<file path="config.mk">
export PLATFORM = sky130hd
export DESIGN_NAME = mvu_stream_output_block_flat
export DESIGN_NICKNAME = d
export VERILOG_FILES = /design/src/rtl/mvu_stream_output_block_pkg.sv /design/src/rtl/mvu_stream_output_block_if.sv /design/src/rtl/mvu_stream_output_block_fifo.sv /design/src/rtl/mvu_stream_output_block.sv /design/src/flat_wrapper.sv
export SDC_FILE = /design/constraint.sdc
export NUM_CORES = 1
export LEC_CHECK = 0
export CAP_MARGIN = 20
export CORE_MARGIN = 1
export CORE_UTILIZATION = 40
export CTS_BUF_LIST = sky130_fd_sc_hd__clkbuf_2 sky130_fd_sc_hd__clkbuf_4 sky130_fd_sc_hd__clkbuf_8
export DETAILED_ROUTE_END_ITERATION = 10
export PLACE_DENSITY = 0.75
export SYNTH_ARGS = -nofsm -noshare
export SYNTH_HDL_FRONTEND = slang
export SYNTH_SLANG_ARGS = --single-unit
</file>
<file path="constraint.sdc">
create_clock -name clock -period 1.5 [get_ports clock]
set_input_delay 0.225 -clock clock [delete_from_list [all_inputs] [get_ports clock]]
set_output_delay 0.225 -clock clock [all_outputs]
set_load 0.02 [all_outputs]
</file>
<file path="src/rtl/mvu_stream_output_block_pkg.sv">
// Shared definitions for the MVU stream control blocks.
// Contents:
//   out_state_t - output FIFO fill state (EMPTY / PARTIAL / FULL)
//   clog2_min1  - ceil(log2(n)) clamped to at least 1, for counter and
//                 pointer widths that must stay legal when n == 1
package mvu_stream_pkg;

    typedef enum logic [1:0] {
        EMPTY   = 2'd0,
        PARTIAL = 2'd1,
        FULL    = 2'd2
    } out_state_t;

    function automatic int clog2_min1(input int n);
        int w;
        w = 1;
        while ((1 << w) < n) begin
            w = w + 1;
        end
        return w;
    endfunction

endpackage

</file>
<file path="src/rtl/mvu_stream_output_block_if.sv">
// Output stream bundle of the MVU: valid/ready handshake with a PE-wide
// data vector and a last-bank tag.
// Signals:
//   out_v    - beat valid (driven by master)
//   out_data - PE*ACC_W beat payload, PE0 in the LSBs (driven by master)
//   out_last - beat belongs to the final filter bank (driven by master)
//   rready   - consumer ready (driven by slave)
interface mvu_stream_output_block_if #(
    parameter int PE    = 4,
    parameter int ACC_W = 16
);
    logic                  out_v;
    logic [PE*ACC_W-1:0]   out_data;
    logic                  out_last;
    logic                  rready;

    modport master (output out_v, output out_data, output out_last, input rready);
    modport slave  (input out_v, input out_data, input out_last, output rready);
endinterface

</file>
<file path="src/rtl/mvu_stream_output_block_fifo.sv">
// Small output FIFO: DEPTH entries of W bits with wrap-around read/write
// pointers. Written on push, head presented combinationally from the
// register array. The array is cleared on reset so the head is all zeros
// right after reset.
// Ports:
//   clock, resetn - clock and asynchronous active-low reset
//   push, wr_data - write strobe and entry to append
//   pop           - advance the read pointer
//   rd_data       - current head entry
module mvu_stream_out_fifo
    import mvu_stream_pkg::*;
#(
    parameter int DEPTH = 2,
    parameter int W     = 65
) (
    input  logic         clock,
    input  logic         resetn,
    input  logic         push,
    input  logic         pop,
    input  logic [W-1:0] wr_data,
    output logic [W-1:0] rd_data
);
    localparam int PTR_W = clog2_min1(DEPTH);
    localparam logic [PTR_W-1:0] LAST_IDX = PTR_W'(DEPTH - 1);

    logic [W-1:0]     mem [DEPTH];
    logic [PTR_W-1:0] wr_ptr;
    logic [PTR_W-1:0] rd_ptr;

    // Non-power-of-two depths need an explicit wrap rather than overflow.
    function automatic logic [PTR_W-1:0] ptr_inc(input logic [PTR_W-1:0] p);
        if (p == LAST_IDX) begin
            return '0;
        end else begin
            return p + PTR_W'(1);
        end
    endfunction

    // Storage array and pointer registers.
    always_ff @(posedge clock or negedge resetn) begin
        if (!resetn) begin
            wr_ptr <= '0;
            rd_ptr <= '0;
            for (int i = 0; i < DEPTH; i++) begin
                mem[i] <= '0;
            end
        end else begin
            if (push) begin
                mem[wr_ptr] <= wr_data;
                wr_ptr      <= ptr_inc(wr_ptr);
            end
            if (pop) begin
                rd_ptr <= ptr_inc(rd_ptr);
            end
        end
    end

    assign rd_data = mem[rd_ptr];

endmodule

</file>
<file path="src/rtl/mvu_stream_output_block.sv">
// Transmit-side controller of the MVU stream. Captures the PE accumulator
// vector at the end of every SF pass, buffers it in a small FIFO and drives
// the output valid/ready stream, tagging beats of the last filter bank.
// Ports:
//   clock, resetn - clock and asynchronous active-low reset
//   acc_v         - one-cycle pulse: accumulator vector complete
//   acc_data      - accumulator vector, PE0 in the LSBs
//   stream        - output stream (out_v/out_data/out_last out, rready in)
//   wait_rready   - head is valid but the consumer is stalling (combinational)
//   ovf_err       - sticky: a result arrived while the FIFO had no room
//   occupancy     - number of entries currently buffered
module mvu_stream_output_block
    import mvu_stream_pkg::*;
#(
    parameter int PE    = 4,
    parameter int ACC_W = 16,
    parameter int NF    = 2,
    parameter int DEPTH = 2,
    parameter int CNT_T = $clog2(DEPTH + 1),
    parameter int NF_T  = clog2_min1(NF)
) (
    input  logic                     clock,
    input  logic                     resetn,
    input  logic                     acc_v,
    input  logic [PE*ACC_W-1:0]      acc_data,
    mvu_stream_output_block_if.master stream,
    output logic                     wait_rready,
    output logic                     ovf_err,
    output logic [CNT_T-1:0]         occupancy
);
    localparam int DW = PE * ACC_W;
    localparam logic [CNT_T-1:0] DEPTH_C  = CNT_T'(DEPTH);
    localparam logic [CNT_T-1:0] DEPTH_M1 = CNT_T'(DEPTH - 1);
    localparam logic [CNT_T-1:0] ONE_C    = CNT_T'(1);
    localparam logic [NF_T-1:0]  NF_LAST  = NF_T'(NF - 1);

    out_state_t      state;
    out_state_t      state_next;
    logic            out_v_q;
    logic [NF_T-1:0] nf_wr;
    logic            push;
    logic            pop;
    logic            drop;
    logic [DW:0]     head;
    logic [DW:0]     wr_entry;

    // A full FIFO can still accept when the head leaves in the same cycle.
    assign pop      = out_v_q & stream.rready;
    assign push     = acc_v & ((occupancy < DEPTH_C) | pop);
    assign drop     = acc_v & ~push;
    assign wr_entry = {(nf_wr == NF_LAST), acc_data};

    mvu_stream_out_fifo #(
        .DEPTH (DEPTH),
        .W     (DW + 1)
    ) u_fifo (
        .clock   (clock),
        .resetn  (resetn),
        .push    (push),
        .pop     (pop),
        .wr_data (wr_entry),
        .rd_data (head)
    );

    // Next fill state from the push/pop pair and current occupancy.
    always_comb begin
        state_next = state;
        case (state)
            EMPTY: begin
                if (push) begin
                    state_next = PARTIAL;
                end else begin
                    state_next = EMPTY;
                end
            end
            PARTIAL: begin
                if (push && !pop && (occupancy == DEPTH_M1)) begin
                    state_next = FULL;
                end else if (pop && !push && (occupancy == ONE_C)) begin
                    state_next = EMPTY;
                end else begin
                    state_next = PARTIAL;
                end
            end
            FULL: begin
                if (pop && !push) begin
                    state_next = PARTIAL;
                end else begin
                    state_next = FULL;
                end
            end
            default: begin
                state_next = EMPTY;
            end
        endcase
    end

    // Fill state plus a dedicated out_v flop so the valid line never
    // depends on decoding the state bits.
    always_ff @(posedge clock or negedge resetn) begin
        if (!resetn) begin
            state   <= EMPTY;
            out_v_q <= 1'b0;
        end else begin
            state   <= state_next;
            out_v_q <= (state_next != EMPTY);
        end
    end

    // Occupancy: +1 on push only, -1 on pop only, unchanged otherwise.
    always_ff @(posedge clock or negedge resetn) begin
        if (!resetn) begin
            occupancy <= '0;
        end else begin
            case ({push, pop})
                2'b10:   occupancy <= occupancy + ONE_C;
                2'b01:   occupancy <= occupancy - ONE_C;
                default: occupancy <= occupancy;
            endcase
        end
    end

    // Filter-bank counter advances only on accepted beats; dropped beats
    // must not shift the last-bank tagging.
    always_ff @(posedge clock or negedge resetn) begin
        if (!resetn) begin
            nf_wr <= '0;
        end else if (push) begin
            if (nf_wr == NF_LAST) begin
                nf_wr <= '0;
            end else begin
                nf_wr <= nf_wr + NF_T'(1);
            end
        end
    end

    // Sticky overflow flag, cleared only by reset.
    always_ff @(posedge clock or negedge resetn) begin
        if (!resetn) begin
            ovf_err <= 1'b0;
        end else if (drop) begin
            ovf_err <= 1'b1;
        end
    end

    assign stream.out_v    = out_v_q;
    assign stream.out_data = head[DW-1:0];
    // Gated so a stale tag in an emptied slot never shows on an idle bus.
    assign stream.out_last = out_v_q & head[DW];
    assign wait_rready     = out_v_q & ~stream.rready;

endmodule

</file>
<file path="src/flat_wrapper.sv">
// flat-port wrapper written by rule: the top's interface ports become plain ports
module mvu_stream_output_block_flat import mvu_stream_pkg::*;
#(
    parameter int PE    = 4,
    parameter int ACC_W = 16,
    parameter int NF    = 2,
    parameter int DEPTH = 2,
    parameter int CNT_T = $clog2(DEPTH + 1),
    parameter int NF_T  = clog2_min1(NF)
)
  (clock, resetn, acc_v, acc_data, wait_rready, ovf_err, occupancy, stream_out_v, stream_out_data, stream_out_last, stream_rready);
  mvu_stream_output_block_if #(.PE(PE), .ACC_W(ACC_W)) stream_i ();
  input  logic clock;
  input  logic resetn;
  input  logic acc_v;
  input  logic [PE*ACC_W-1:0] acc_data;
  output logic wait_rready;
  output logic ovf_err;
  output logic [CNT_T-1:0] occupancy;
  output wire logic [$bits(stream_i.out_v)-1:0] stream_out_v;
  output wire logic [$bits(stream_i.out_data)-1:0] stream_out_data;
  output wire logic [$bits(stream_i.out_last)-1:0] stream_out_last;
  input wire logic [$bits(stream_i.rready)-1:0] stream_rready;
  assign stream_out_v = stream_i.out_v;
  assign stream_out_data = stream_i.out_data;
  assign stream_out_last = stream_i.out_last;
  assign stream_i.rready = stream_rready;
  mvu_stream_output_block #(.PE(PE), .ACC_W(ACC_W), .NF(NF), .DEPTH(DEPTH), .CNT_T(CNT_T), .NF_T(NF_T)) u_core (.clock(clock), .resetn(resetn), .acc_v(acc_v), .acc_data(acc_data), .stream(stream_i), .wait_rready(wait_rready), .ovf_err(ovf_err), .occupancy(occupancy));
endmodule
</file>
Word level (Yosys, flattened, before mapping)

Cells that the tools add are included.

$add $sub $neg: 5
Equality and inequality tests: 5
Multiplexer cells: 15
Order comparisons: 4
Reduce and logical (&&, ||, !) cells: 10
Bitwise operators: 10

Operators by type and width:

| kind                                                       | number |
|---|---|
| 2-to-1 mux 65 bit                                          | 4 |
| bitwise mux 130 bit                                        | 1 |
| demux 65 bit (select 1 bit)                                | 1 |
| equality test 2 x 1 -> 1 bit, second input constant        | 3 |
| case mux 2 bit (3 select lines)                            | 1 |
| bitwise AND 1 bit                                          | 5 |
| logical AND 1 bit                                          | 5 |
| 2-to-1 mux 1 bit                                           | 5 |
| equality test 2 bit, second input constant                 | 2 |
| greater-or-equal comparator 2 bit, second input constant   | 2 |
| 2-to-1 mux 2 bit                                           | 2 |
| inverter 1 -> 2 bit                                        | 2 |
| case mux 2 bit (2 select lines)                            | 1 |
| nonzero test 2 bit                                         | 2 |
| adder 1 bit, second input constant                         | 3 |
| adder 2 x 1 -> 2 bit, second input constant                | 1 |
| logical NOT 1 bit                                          | 2 |
| logical NOT 2 bit                                          | 1 |
| less-than comparator 2 x 1 -> 1 bit, second input constant | 1 |
| less-than comparator 2 bit, second input constant          | 1 |
| inverter 1 bit                                             | 2 |
| subtractor 2 x 1 -> 2 bit, second input constant           | 1 |
| OR 1 bit                                                   | 1 |

Word-level logic and storage cells: 58
Bits in registers: 139

Logic depth before layout (Yosys ltp)

Gate-level depths: netlist of run 1.

Depth after elaboration: 10
Gate-level depth with buffers: 8
Depth with buffers taken out: 7

Modules after synthesis

Synthesis of run 1 repeated with hierarchy kept, for this count alone.

Cell total of the unflattened synthesis: 386
Area total of the unflattened synthesis: 6068.3 um^2

By module, submodules not included:

| module                  | cells an instance | area an instance (um^2) | sequential area each (um^2) | times used |
|---|---|---|---|---|
| mvu_stream_out_fifo     | 352               | 5696.7                  | 3303.2                      | 1 |
| mvu_stream_output_block | 34                | 371.6                   | 175.2                       | 1 |

Worst setup path before layout of run 1

Ideal clock, no wire load.

Path type: reg2reg
Start point: reg u_core.occupancy[1]
End point: reg u_core.u_fifo.mem[100] (netlist bit)
Required time: 1.375 ns
Arrival: 1.491 ns
Slack: -0.116 ns
Path buffers: 2
Stages on the path, launching flop included: 6
Setup time: 0.125 ns
Path through: dfrtp_1 > a21boi_2 > nor3b_2 > buf_6 > buf_8 > mux2_4

Word-level cells in the longest chain between the ends: 3

Ends and longest elaborated chain:

| item                          | RTL line                           | text |
|---|---|---|
| start, declared               | mvu_stream_output_block.sv:29      | `output logic [CNT_T-1:0] occupancy` |
| start signal, assigned        | mvu_stream_output_block.sv:116     | `2'b10: occupancy <= occupancy + ONE_C;` |
| start signal, assigned        | mvu_stream_output_block.sv:117     | `2'b01: occupancy <= occupancy - ONE_C;` |
| start signal, assigned        | mvu_stream_output_block.sv:118     | `default: occupancy <= occupancy;` |
| less-than comparator 2 bit    | mvu_stream_output_block.sv:49      | `assign push = acc_v & ((occupancy < DEPTH_C) \| pop);` |
| OR 1 bit                      | mvu_stream_output_block.sv:49      |  |
| bitwise AND 1 bit             | mvu_stream_output_block.sv:49      |  |
| end signal, assigned by index | mvu_stream_output_block_fifo.sv:49 | `mem[wr_ptr] <= wr_data;` |
| end, declared                 | mvu_stream_output_block_fifo.sv:26 | `logic [W-1:0] mem [DEPTH];` |

Every way passes these cells.
A chain may end at the register's enable or synchronous reset.

Worst setup path in the final report of run 1

Start point: reg u_core.u_fifo.rd_ptr
End point: out stream_out_data[2]

Word-level cells in the longest chain between the ends: 4

Ends and longest elaborated chain:

| item                                                  | RTL line                           | text |
|---|---|---|
| start, declared                                       | mvu_stream_output_block_fifo.sv:28 | `logic [PTR_W-1:0] rd_ptr;` |
| start signal, assigned                                | mvu_stream_output_block_fifo.sv:53 | `rd_ptr <= ptr_inc(rd_ptr);` |
| inverter 1 -> 2 bit (not written as such)             | mvu_stream_output_block_fifo.sv:58 | `assign rd_data = mem[rd_ptr];` |
| 2-to-1 mux 65 bit (not written as such) (3 in series) | mvu_stream_output_block_fifo.sv:58 |  |
| end, declared                                         | flat_wrapper.sv:21                 | `output wire logic [$bits(stream_i.out_data)-1:0] stream_out_data;` |

Every way passes these cells. The select of a mux whose other input is x is not followed.

==> insert_results.sql, run 1 <==
INSERT INTO impl_metrics (metric_group, metric, value, unit) VALUES
('run_status', 'outcome', 'finished with violations', ''),
('run_status', 'violated_checks', 'setup timing', ''),
('setup_path', 'cp_slowest_stage_delay', '450', 'ps'),
('power', 'p_seq_share', '27.4', '%'),
('layout', 'nets', '648', ''),
('layout', 'final_design_area_no_fill', '9710', 'um2'),
('clocking', 'clock_tree.buffer_depth', '2', ''),
('timing', 'finalWorstPathRequiredPeriod', '1880', 'ps'),
('synthesis', 'synthesis.area_per_instance', '16.6', 'um2'),
('floorplanning', 'die_area', '16700', 'um2'),
('run', 'max_cap_viol_count', '0', ''),
('power', 'p_total', '25100', 'uW'),
('setup_path', 'cp.required', '1270', 'ps'),
('clocking', 'worst_skew_pair.late_latency', '450', 'ps'),
('clocking', 'tritoncts', 'built', ''),
('setup_path', 'cp.buffers_inverters', '3', ''),
('layout', 'final_layout_size_suffix_gt1_share', '61.7', '%'),
('power', 'vdd_drop_max', '0.00131', 'V'),
('place', 'port_buffers', '137', ''),
('timing', 'finalClockSkew', '9.05', 'ps'),
('clocking', 'cts-root-buf', 'sky130_fd_sc_hd__clkbuf_8', ''),
('drt', 'finalWirelength', '15600', 'um'),
('timing', 'setup_repair_after_global_routing_missed_its_margin', 'yes', ''),
('global_route', 'initial_antenna_violation_count', '0', ''),
('synthesis', 'synth.mux.area_fraction', '39.7', '%'),
('setup_path', 'critical_path.top_delay_family', 'buffers and inverters', ''),
('global_route', 'grt_max_degree', '70', ''),
('place', 'gp_congestion', '0.707', ''),
('place', 'place_hpwl', '8700', 'um'),
('drt', 'num_vias', '3882', ''),
('drt', 'post-route-drc-count', '0', ''),
('timing', 'setup_viol', '187', ''),
('clocking', 'cts-buffers-inserted', '17', ''),
('drt', 'avgRoutedWirePerCell', '19.3', 'um'),
('synthesis', 'synthesis.area', '6480', 'um2'),
('timing', 'final-hold-violation-count', '0', ''),
('clocking', 'h-tree-depth', '4', ''),
('synthesis', 'largest_family_of_logic_cells_by_synthesized_area', 'multiplexers', ''),
('timing', 'min_setup_slack_post_route', '-383', 'ps'),
('global_route', 'globalRouteTotalUtil', '18.9', '%'),
('power', 'areal_power_density_over_the_cells', '2590', 'nW/um2'),
('global_route', 'globalRouteOverflowTotal', '0', ''),
('power', 'p_clk_share', '12.8', '%'),
('hold_path', 'hold_path.class', 'input port to async pin', ''),
('timing', 'worst_slew_margin_rel', '74.4', '%'),
('power', 'p_switching', '8380', 'uW'),
('synthesis', 'synth-xor-area-share', '0.676', '%'),
('synthesis', 'yosys_warnings', '0', ''),
('timing', 'finalCritPeriodShare', '126', '%'),
('layout', 'antennaDiodeCount', '0', ''),
('setup_path', 'crit_slowest_cell', 'sky130_fd_sc_hd__dfrtp_2', ''),
('synthesis', 'synth-simple-area-share', '1.04', '%'),
('setup_path', 'critPathKind', 'flop to primary output', ''),
('clocking', 'tritoncts_num_sinks', '139', ''),
('global_route', 'via_count_of_the_first_global_routing_pass', '4280', ''),
('clocking', 'clkSlewWorstSetupHoldPaths', '80', 'ps'),
('timing', 'max_slew.worst_pin.slew', '384', 'ps'),
('drt', 'dr.first_iter.drc_count', '166', ''),
('layout', 'layout-area-overhead-vs-synth', '50.0', '%'),
('floorplanning', 'die_h', '129', 'um'),
('power', 'share_comb_of_total_power', '59.7', '%'),
('drt', 'ant_nets', '0', ''),
('synthesis', 'yosys_register_bits', '139', ''),
('synthesis', 'synth_compound_gate_area_share', '0.966', '%'),
('setup_path', 'crit_fanout', '6', ''),
('power', 'power_leakage', '0.00449', 'uW'),
('drt', 'detailedRoute.firstPassIterationCount', '4', ''),
('floorplanning', 'die_outline_width', '129', 'um'),
('floorplanning', 'start_util', '40.9', '%'),
('power', 'internal_power', '16800', 'uW'),
('place', 'placedInstanceArea', '8280', 'um2');
-- metrics by stage --
step           hold slack (ps)  cells  setup TNS [ps]  worst slack (ps)
2_1_floorplan            -70.6    389           -4870             -80.7
3_3_place_gp               102    742          -69330              -443
3_5_place_dp               109    742          -74050              -487
4_1_cts                    166    804          -47100              -493
5_1_grt                    217    806          -48750              -445
6_report                   216    806          -37270              -383
-- timing repair --
action                     CTS  global route
pin swaps                    3             4
setup buffers               19             4
hold endpoints to repair   137             0
cloned                      12             6
hold buffers                 1             0
setup endpoints to repair  180           200
resized for setup          401           131
-- synth_stat cells --
master                      instances  area [um2]
sky130_fd_sc_hd__dfrtp_1          139        3480
sky130_fd_sc_hd__mux2_4           100        1500
sky130_fd_sc_hd__mux2_2            94        1060
sky130_fd_sc_hd__buf_2              8        40.0
sky130_fd_sc_hd__buf_6              7        78.8
sky130_fd_sc_hd__buf_8              5        75.1
sky130_fd_sc_hd__inv_1              4        15.0
sky130_fd_sc_hd__nand2_1            4        15.0
sky130_fd_sc_hd__o21ai_0            4        20.0
sky130_fd_sc_hd__xnor2_1            4        35.0
sky130_fd_sc_hd__ha_1               3        37.5
sky130_fd_sc_hd__nor2b_1            3        18.8
sky130_fd_sc_hd__clkbuf_1           2        7.51
sky130_fd_sc_hd__nand2b_1           2        12.5
sky130_fd_sc_hd__a21boi_2           1        11.3
sky130_fd_sc_hd__a21o_1             1        7.51
sky130_fd_sc_hd__a2bb2oi_1          1        8.76
sky130_fd_sc_hd__mux2i_1            1        10.0
sky130_fd_sc_hd__nand3_1            1        5.00
sky130_fd_sc_hd__nor2_1             1        3.75
sky130_fd_sc_hd__nor3b_2            1        12.5
sky130_fd_sc_hd__o211ai_1           1        7.51
sky130_fd_sc_hd__o31ai_1            1        7.51
sky130_fd_sc_hd__xor2_1             1        8.76
-- final cells by class --
type | count | area [um2]
sequential | 139 | 3480
clock buffer | 21 | 277
clock inverter | 11 | 144
timing repair buffer | 191 | 2340
inverter | 4 | 15.0
fill | 1166 | 6110
tap | 216 | 270
multi-input combinational | 224 | 3180
-- worst paths after layout --
kind | startpoint | end | slack, ps | depth (start not counted)
worst min register to register | u_core.ovf_err | u_core.ovf_err | 490 | 1
max in group asynchronous | resetn | u_core.u_fifo.mem[15] | 620 | 3
worst max-delay path | u_core.u_fifo.rd_ptr | stream_out_data[2] | -380 | 4
min in group clock | acc_data[18] | u_core.u_fifo.mem[83] | 420 | 2
worst min-delay path | resetn | u_core.u_fifo.mem[48] | 220 | 2
worst max register to register | u_core.stream.out_v | u_core.u_fifo.mem[66] | -150 | 7
-- routing by layer --
metal,wire length [um],GRT usage [%],vias to the layer above
li1,-,-,1759
met1,7070,24.4,2014
met2,7570,30.3,93
met4,231,6.71,0
met3,675,5.33,16
met5,0,0,-
-- placed cells by master, fill, tap and decap left out, drive strengths merged, types with 2 or more instances in the layout --
cell type        n
nand2            4
o21ai            4
dlygate4sd2      2
bufinv           3
clkdlybuf4s50   66
clkinv           4
mux2           194
ha               3
clkbuf          27
xnor2            4
inv              4
nor2b            3
nand2b           2
dfrtp          139
buf            116
clkinvlp         4
-- logic make-up (layout without fill, tap and decap cells) --
kind of cell	after synthesis	after routing
DFF	139	139
muxes	195	195
AOI/OAI and AO/OA	9	9
adders and majority gates	3	3
and+or+nand+nor	12	12
buffers and inverters	26	227
xor gates and xnor gates	5	5
-- sequential cells by signal, summed over array words and instances (netlist names) --
register              cells
u_core.u_fifo.mem       130
u_core.occupancy          2
u_core.state              2
u_core.nf_wr              1
u_core.ovf_err            1
u_core.stream.out_v       1
u_core.u_fifo.rd_ptr      1
u_core.u_fifo.wr_ptr      1
-- power groups by stage --
| stage | combinational, uW | sequential [uW] | clock, uW |
|---|---|---|---|
| floorplan | 7860 | 6480 | 0 |
| global placement | 11800 | 6680 | 0 |
| detailed placement | 11900 | 6810 | 0 |
| CTS | 13300 | 6770 | 3350 |
| global route | 15800 | 7100 | 3500 |
| finish | 15000 | 6890 | 3230 |
Power figures use the tool's default switching activity.
==> run 2, diff against run 1 <==
--- a/config.mk
+++ b/config.mk
@@ -10,7 +10,7 @@
 export CORE_UTILIZATION = 40
 export CTS_BUF_LIST = sky130_fd_sc_hd__clkbuf_2 sky130_fd_sc_hd__clkbuf_4 sky130_fd_sc_hd__clkbuf_8
 export DETAILED_ROUTE_END_ITERATION = 10
-export PLACE_DENSITY = 0.75
+export PLACE_DENSITY = 0.72
 export SYNTH_ARGS = -nofsm -noshare
 export SYNTH_HDL_FRONTEND = slang
 export SYNTH_SLANG_ARGS = --single-unit
==> constraint.sdc (replaced) <==
create_clock -name clock -period 1.95 [get_ports clock]
set_input_delay 0.2925 -clock clock [delete_from_list [all_inputs] [get_ports clock]]
set_output_delay 0.2925 -clock clock [all_outputs]
set_load 0.02 [all_outputs]
==> run 2 against run 1 <==
The run now ends clean. Clock power is 25% lower. Register-to-register slack better by 380 ps. Power is 30% lower. Hold slack better by 180 ps. Non-clock buffer count is 24 lower. Critical endpoint is now stream_out_data[52]. Sequential share of layout area is 3.2 points higher. Via count is 3.2% lower. Global-route usage is 1.6 points lower. Worst setup slack better by 390 ps. Sequential power is 24% lower. Clock skew is 1.1 ps higher. Cell count is 3.0% lower.
==> insert_results.sql, run 2 (synthesis gave the netlist of run 1 again) <==
INSERT INTO impl_metrics (metric_group, metric, value, unit) VALUES
('hold_path', 'hold_path.class', 'input port to async pin', ''),
('place', 'port_buffers', '137', ''),
('setup_path', 'r2r-start', 'u_core.stream.out_v', ''),
('setup_path', 'crit_fanout', '8', ''),
('floorplanning', 'die_h', '129', 'um'),
('timing', 'setup_viol', '0', ''),
('run', 'max_cap_viol_count', '0', ''),
('global_route', 'initial_antenna_violation_count', '0', ''),
('layout', 'largest_register_ffs', '130', ''),
('drt', 'detailedRoute.firstPassIterationCount', '4', ''),
('floorplanning', 'die_area', '16700', 'um2'),
('setup_path', 'setup.worst_path.start_class', 'flop', ''),
('drt', 'finalWirelength', '14100', 'um'),
('global_route', 'globalRouteOverflowTotal', '0', ''),
('drt', 'dr.first_iter.drc_count', '133', ''),
('clocking', 'tritoncts', 'built', ''),
('layout', 'regMostFlops', 'u_core.u_fifo.mem', ''),
('timing', 'final.setup.tns', '0', 'ps'),
('layout', 'nets', '624', ''),
('clocking', 'clock_tree.buffer_depth', '2', ''),
('floorplanning', 'die_outline_width', '129', 'um'),
('floorplanning', 'std_cell_rows', '46', ''),
('setup_path', 'critPathLaunch', 'u_core.u_fifo.rd_ptr', ''),
('drt', 'avgRoutedWirePerCell', '18.0', 'um'),
('power', 'vdd_drop_max', '0.000938', 'V'),
('setup_path', 'cp.required', '1660', 'ps'),
('clocking', 'tritoncts_num_sinks', '139', ''),
('timing', 'finalCritPeriodShare', '99.5', '%'),
('clocking', 'cts-buffers-inserted', '17', ''),
('timing', 'setup_repair_after_global_routing_missed_its_margin', 'yes', ''),
('drt', 'post_drt_via_cell_ratio', '4.81', ''),
('clocking', 'worst_skew_pair.late_latency', '420', 'ps'),
('setup_path', 'critPathKind', 'flop to primary output', ''),
('place', 'preCtsSetupSlack', '-116', 'ps'),
('setup_path', 'ff2ff_setup_slack', '230', 'ps'),
('timing', 'slew_violations', '0', ''),
('layout', 'final_util', '56.3', '%'),
('clocking', 'h-tree-depth', '4', ''),
('setup_path', 'reg2regPathDepth', '6', ''),
('layout', 'reg_top3', 'u_core.u_fifo.mem (130), u_core.occupancy (2), u_core.state (2)', ''),
('timing', 'worst_slew_margin_rel', '65.7', '%'),
('layout', 'antennaDiodeCount', '0', ''),
('global_route', 'grt_max_degree', '53', ''),
('timing', 'final-hold-violation-count', '0', ''),
('power', 'power_leakage', '0.00408', 'uW'),
('setup_path', 'critical_path.endpoint_type', 'primary output', ''),
('power', 'areal_power_density_over_the_cells', '1970', 'nW/um2'),
('layout', 'final_layout_size_suffix_gt1_share', '57.6', '%'),
('place', 'gp_congestion', '0.738', ''),
('timing', 'max_slew.worst_pin.slew', '515', 'ps'),
('run_status', 'outcome', 'finished clean', ''),
('setup_path', 'endpoint', 'stream_out_data[52]', ''),
('floorplanning', 'ioPinCount', '138', ''),
('timing', 'min_setup_slack_post_route', '9.56', 'ps'),
('floorplanning', 'core-area', '15800', 'um2'),
('drt', 'ant_nets', '0', ''),
('power', 'p_total', '17500', 'uW'),
('global_route', 'grt_first_pass_wirelength', '21700', 'um'),
('drt', 'post-route-drc-count', '0', ''),
('global_route', 'via_count_of_the_first_global_routing_pass', '4101', ''),
('layout', 'leading_cell_type_in_the_layout_fill_and_taps_excluded', 'sky130_fd_sc_hd__mux2_4', ''),
('drt', 'num_vias', '3759', ''),
('timing', 'finalClockSkew', '10.2', 'ps'),
('place', 'place_hpwl', '8800', 'um'),
('clocking', 'cts-root-buf', 'sky130_fd_sc_hd__clkbuf_8', ''),
('timing', 'timing.fmax', '0.515', 'GHz'),
('layout', 'layout-area-overhead-vs-synth', '37.6', '%'),
('timing', 'finalWorstPathRequiredPeriod', '1940', 'ps'),
('timing', 'fin_worst_hold_slack', '392', 'ps'),
('setup_path', 'critical_r2r_capture', 'u_core.state[0]', ''),
('setup_path', 'worst_ep_arrival_time', '1650', 'ps'),
('layout', 'layout.cells.most_common_list', '140 x sky130_fd_sc_hd__mux2_4, 138 x sky130_fd_sc_hd__dfrtp_1, 70 x sky130_fd_sc_hd__clkdlybuf4s50_1', ''),
('clocking', 'clkSlewWorstSetupHoldPaths', '70', 'ps'),
('global_route', 'globalRouteTotalUtil', '17.2', '%'),
('floorplanning', 'start_util', '40.9', '%');
## run 2: changes by cell type in the layout (fill, tap and decap cells not counted), sizes merged
cell and change:
dlygate4sd2 -1, bufinv -1, clkinvlp -2, clkdlybuf4s50 +4, clkbuf -2, inv +1, buf -23
## run 2: layout make-up
type / instances / area, um2
inverter: 4 / 15.0
timing repair buffer: 167 / 1790
fill: 1224 / 6910
sequential: 139 / 3480
tap: 216 / 270
clock inverter: 9 / 111
clock buffer: 23 / 304
multi-input combinational: 224 / 2950
## run 2: what timing repair did
item,CTS,global route
gates cloned,3,2
hold endpoints to repair,49,0
setup buffers,5,0
hold buffers,1,0
resized for setup,268,126
pin swaps,0,0
endpoints found under the setup margin,66,66
## run 2: worst max-delay path: stages (launching register included)
cell	delay, ps
sky130_fd_sc_hd__dfrtp_2	460
sky130_fd_sc_hd__buf_6	150
sky130_fd_sc_hd__clkbuf_16	170
sky130_fd_sc_hd__mux2_4	310
sky130_fd_sc_hd__buf_6	130
## run 2: worst min-delay path by stage
stage                       from               endpoint  depth (start not counted)
after floorplan           resetn           u_core.nf_wr                          0
after global placement    resetn  u_core.u_fifo.mem[75]                          1
after detailed placement  resetn  u_core.u_fifo.mem[70]                          1
after CTS                 resetn   u_core.u_fifo.mem[5]                          2
after global routing      resetn  u_core.u_fifo.mem[97]                          2
final                     resetn   u_core.u_fifo.mem[4]                          2
## run 2: through the flow
stage | cell area, um2 | cells
global placement | 8240 | 741
floorplan | 6480 | 389
global route | 8910 | 782
detailed placement | 8240 | 741
CTS | 8480 | 782
finish | 8910 | 782
## run 2: report_power, final
group / total, uW / internal [uW] / switching (uW)
Combinational: 9850 / 5880 / 3960
Clock: 2420 / 1310 / 1110
Sequential: 5260 / 4370 / 886
## run 2: metal layers
metal | global-route usage (%) | wire length, um | vias to the layer above
met2 | 27.4 | 6880 | 84
met4 | 5.33 | 129 | 0
met3 | 4.79 | 633 | 11
met1 | 22.9 | 6460 | 1952
met5 | 0 | 0 | -
li1 | - | - | 1712
==> run 3, diff against run 2 <==
--- a/config.mk
+++ b/config.mk
@@ -11,6 +11,7 @@
 export CTS_BUF_LIST = sky130_fd_sc_hd__clkbuf_2 sky130_fd_sc_hd__clkbuf_4 sky130_fd_sc_hd__clkbuf_8
 export DETAILED_ROUTE_END_ITERATION = 10
 export PLACE_DENSITY = 0.72
+export SLEW_MARGIN = 5
 export SYNTH_ARGS = -nofsm -noshare
 export SYNTH_HDL_FRONTEND = slang
 export SYNTH_SLANG_ARGS = --single-unit
==> constraint.sdc (replaced) <==
create_clock -name clock -period 2.2 [get_ports clock]
set_input_delay 0.33 -clock clock [delete_from_list [all_inputs] [get_ports clock]]
set_output_delay 0.33 -clock clock [all_outputs]
set_load 0.02 [all_outputs]
==> run 3 against run 2 <==
The run now ends with DRC left. Sequential cell count unchanged. Wire length down 8.3%. Sequential power decreased by 12%. Power down 21%. Utilization shrank 3.4 points. Combinational power down 28%. Non-clock buffer count is 13 lower. Final area down 6.1%. Clock skew down 1.7 ps.
==> insert_results.sql, run 3 (synthesis gave the netlist of run 1 again) <==
INSERT INTO impl_metrics (metric_group, metric, value, unit) VALUES
('layout', 'final_util', '52.9', '%'),
('timing', 'worst_slew_margin_rel', '54.3', '%'),
('setup_path', 'cp.required', '1870', 'ps'),
('timing', 'setup_repair_after_global_routing_missed_its_margin', 'no', ''),
('floorplanning', 'die_area', '16700', 'um2'),
('clocking', 'tritoncts', 'built', ''),
('global_route', 'via_count_of_the_first_global_routing_pass', '4163', ''),
('clocking', 'cts-root-buf', 'sky130_fd_sc_hd__clkbuf_8', ''),
('hold_path', 'hold_path.class', 'input port to async pin', ''),
('timing', 'slew_violations', '0', ''),
('clocking', 'worst_skew_pair.late_latency', '440', 'ps'),
('place', 'preCtsSetupSlack', '26.8', 'ps'),
('setup_path', 'cp_slowest_stage_delay', '430', 'ps'),
('timing', 'max_slew.worst_pin.slew', '686', 'ps'),
('drt', 'post_drt_via_cell_ratio', '4.73', ''),
('layout', 'antennaDiodeCount', '0', ''),
('setup_path', 'crit_fanout', '29', ''),
('global_route', 'grt_first_pass_wirelength', '21000', 'um'),
('place', 'port_buffers', '137', ''),
('timing', 'final.setup.tns', '0', 'ps'),
('timing', 'fin_worst_hold_slack', '466', 'ps'),
('setup_path', 'reg2regPathDepth', '6', ''),
('floorplanning', 'die_h', '129', 'um'),
('run_status', 'outcome', 'finished with violations', ''),
('drt', 'avgRoutedWirePerCell', '16.8', 'um'),
('global_route', 'globalRouteTotalUtil', '16.6', '%'),
('run_status', 'violated_checks', 'DRC', ''),
('floorplanning', 'core-area', '15800', 'um2'),
('clocking', 'cts-buffers-inserted', '17', ''),
('setup_path', 'critPathKind', 'flop to primary output', ''),
('floorplanning', 'die_outline_width', '129', 'um'),
('global_route', 'initial_antenna_violation_count', '0', ''),
('setup_path', 'cp_cell_sequence', 'buf_12 > mux2_2 > dlygate4sd2_1', ''),
('drt', 'detailedRoute.firstPassIterationCount', '7', ''),
('floorplanning', 'std_cell_rows', '46', ''),
('floorplanning', 'ioPinCount', '138', ''),
('run', 'max_cap_viol_count', '0', ''),
('drt', 'post-route-drc-count', '1', ''),
('timing', 'finalClockSkew', '8.44', 'ps'),
('setup_path', 'critical_path.endpoint_type', 'primary output', ''),
('clocking', 'clkSlewWorstSetupHoldPaths', '80', 'ps'),
('layout', 'reg_top3', 'u_core.u_fifo.mem (130), u_core.occupancy (2), u_core.state (2)', ''),
('clocking', 'clock_tree.buffer_depth', '2', ''),
('drt', 'top_layer', 'met4', ''),
('drt', 'detailroute.wirelength.met3', '505', 'um'),
('power', 'power_leakage', '0.00377', 'uW'),
('setup_path', 'critical_path.top_delay_family', 'buffers and inverters', ''),
('timing', 'finalCritPeriodShare', '96.5', '%'),
('clocking', 'h-tree-depth', '4', ''),
('global_route', 'grt_max_degree', '75', ''),
('drt', 'drt-met1-wl', '5980', 'um'),
('drt', 'finalWirelength', '12900', 'um'),
('layout', 'regMostFlops', 'u_core.u_fifo.mem', ''),
('timing', 'setup_viol', '0', ''),
('place', 'gp_congestion', '0.697', ''),
('layout', 'nets', '611', ''),
('setup_path', 'cp.buffers_inverters', '2', ''),
('layout', 'final_layout_size_suffix_gt1_share', '50.4', '%'),
('clocking', 'tritoncts_num_sinks', '139', ''),
('drt', 'dr.first_iter.drc_count', '111', ''),
('setup_path', 'critical_path_cell_count', '3', ''),
('global_route', 'globalRouteOverflowTotal', '0', ''),
('setup_path', 'ff2ff_setup_slack', '330', 'ps'),
('floorplanning', 'start_util', '40.9', '%'),
('power', 'vdd_drop_max', '0.000804', 'V'),
('timing', 'timing.fmax', '0.471', 'GHz'),
('layout', 'leading_cell_type_in_the_layout_fill_and_taps_excluded', 'sky130_fd_sc_hd__dfrtp_1', ''),
('drt', 'met2_wirelength', '6260', 'um'),
('layout', 'layout-area-overhead-vs-synth', '29.3', '%'),
('setup_path', 'crit_slowest_cell', 'sky130_fd_sc_hd__dfrtp_2', ''),
('drt', 'num_vias', '3635', ''),
('power', 'areal_power_density_over_the_cells', '1660', 'nW/um2'),
('setup_path', 'setup.worst_path.start_class', 'flop', ''),
('timing', 'min_setup_slack_post_route', '77.7', 'ps'),
('layout', 'layout.cells.most_common_list', '138 x sky130_fd_sc_hd__dfrtp_1, 100 x sky130_fd_sc_hd__mux2_4, 94 x sky130_fd_sc_hd__mux2_2', ''),
('place', 'place_hpwl', '8430', 'um'),
('setup_path', 'worst_ep_arrival_time', '1790', 'ps'),
('layout', 'largest_register_ffs', '130', ''),
('timing', 'final-hold-violation-count', '0', ''),
('drt', 'ant_nets', '0', ''),
('timing', 'finalWorstPathRequiredPeriod', '2120', 'ps');
## run 3: timing repair
action                     in CTS  in global routing
cloned                          1                  0
hold endpoints to repair       69                  0
setup buffers                   4                  0
setup endpoints to repair      64                 20
hold buffers                    1                  0
resized for setup             121                 23
## run 3: where the power goes
part | internal (uW) | switching (uW) | total [uW]
Sequential | 3870 | 758 | 4630
Combinational | 3930 | 3130 | 7060
Clock | 1300 | 932 | 2230
Total | 9100 | 4820 | 13900
## run 3: final timing paths
kind                                              end            startpoint
worst max-delay path              stream_out_data[42]  u_core.u_fifo.rd_ptr
worst min-delay path             u_core.u_fifo.mem[8]                resetn
worst max register to register        u_core.state[0]   u_core.stream.out_v
worst min register to register         u_core.ovf_err        u_core.ovf_err
max in group asynchronous       u_core.u_fifo.mem[66]                resetn
min in group clock                     u_core.ovf_err        u_core.ovf_err
## run 3: area by class of cell
cell class | instances | area, um2
Clock inverter | 9 | 145
Multi-Input combinational cell | 224 | 2800
Tap cell | 216 | 270
Sequential cell | 139 | 3480
Clock buffer | 22 | 278
Inverter | 4 | 15.0
Timing Repair Buffer | 154 | 1390
Fill cell | 1328 | 7460
## run 3: routing by layer
layer / up-vias / track usage, %
li1: 1678 / -
met1: 1860 / 21.1
met2: 81 / 26.9
met3: 16 / 4.13
met4: 0 / 6.78
met5: - / 0
## run 3: metrics by stage
stage | std cells | cell area, um2 | total power (uW)
after floorplan | 389 | 6480 | 9720
after global placement | 732 | 8110 | 12300
after detailed placement | 732 | 8110 | 12500
after CTS | 769 | 8480 | 14300
after global routing | 768 | 8370 | 14700
final | 768 | 8370 | 13900
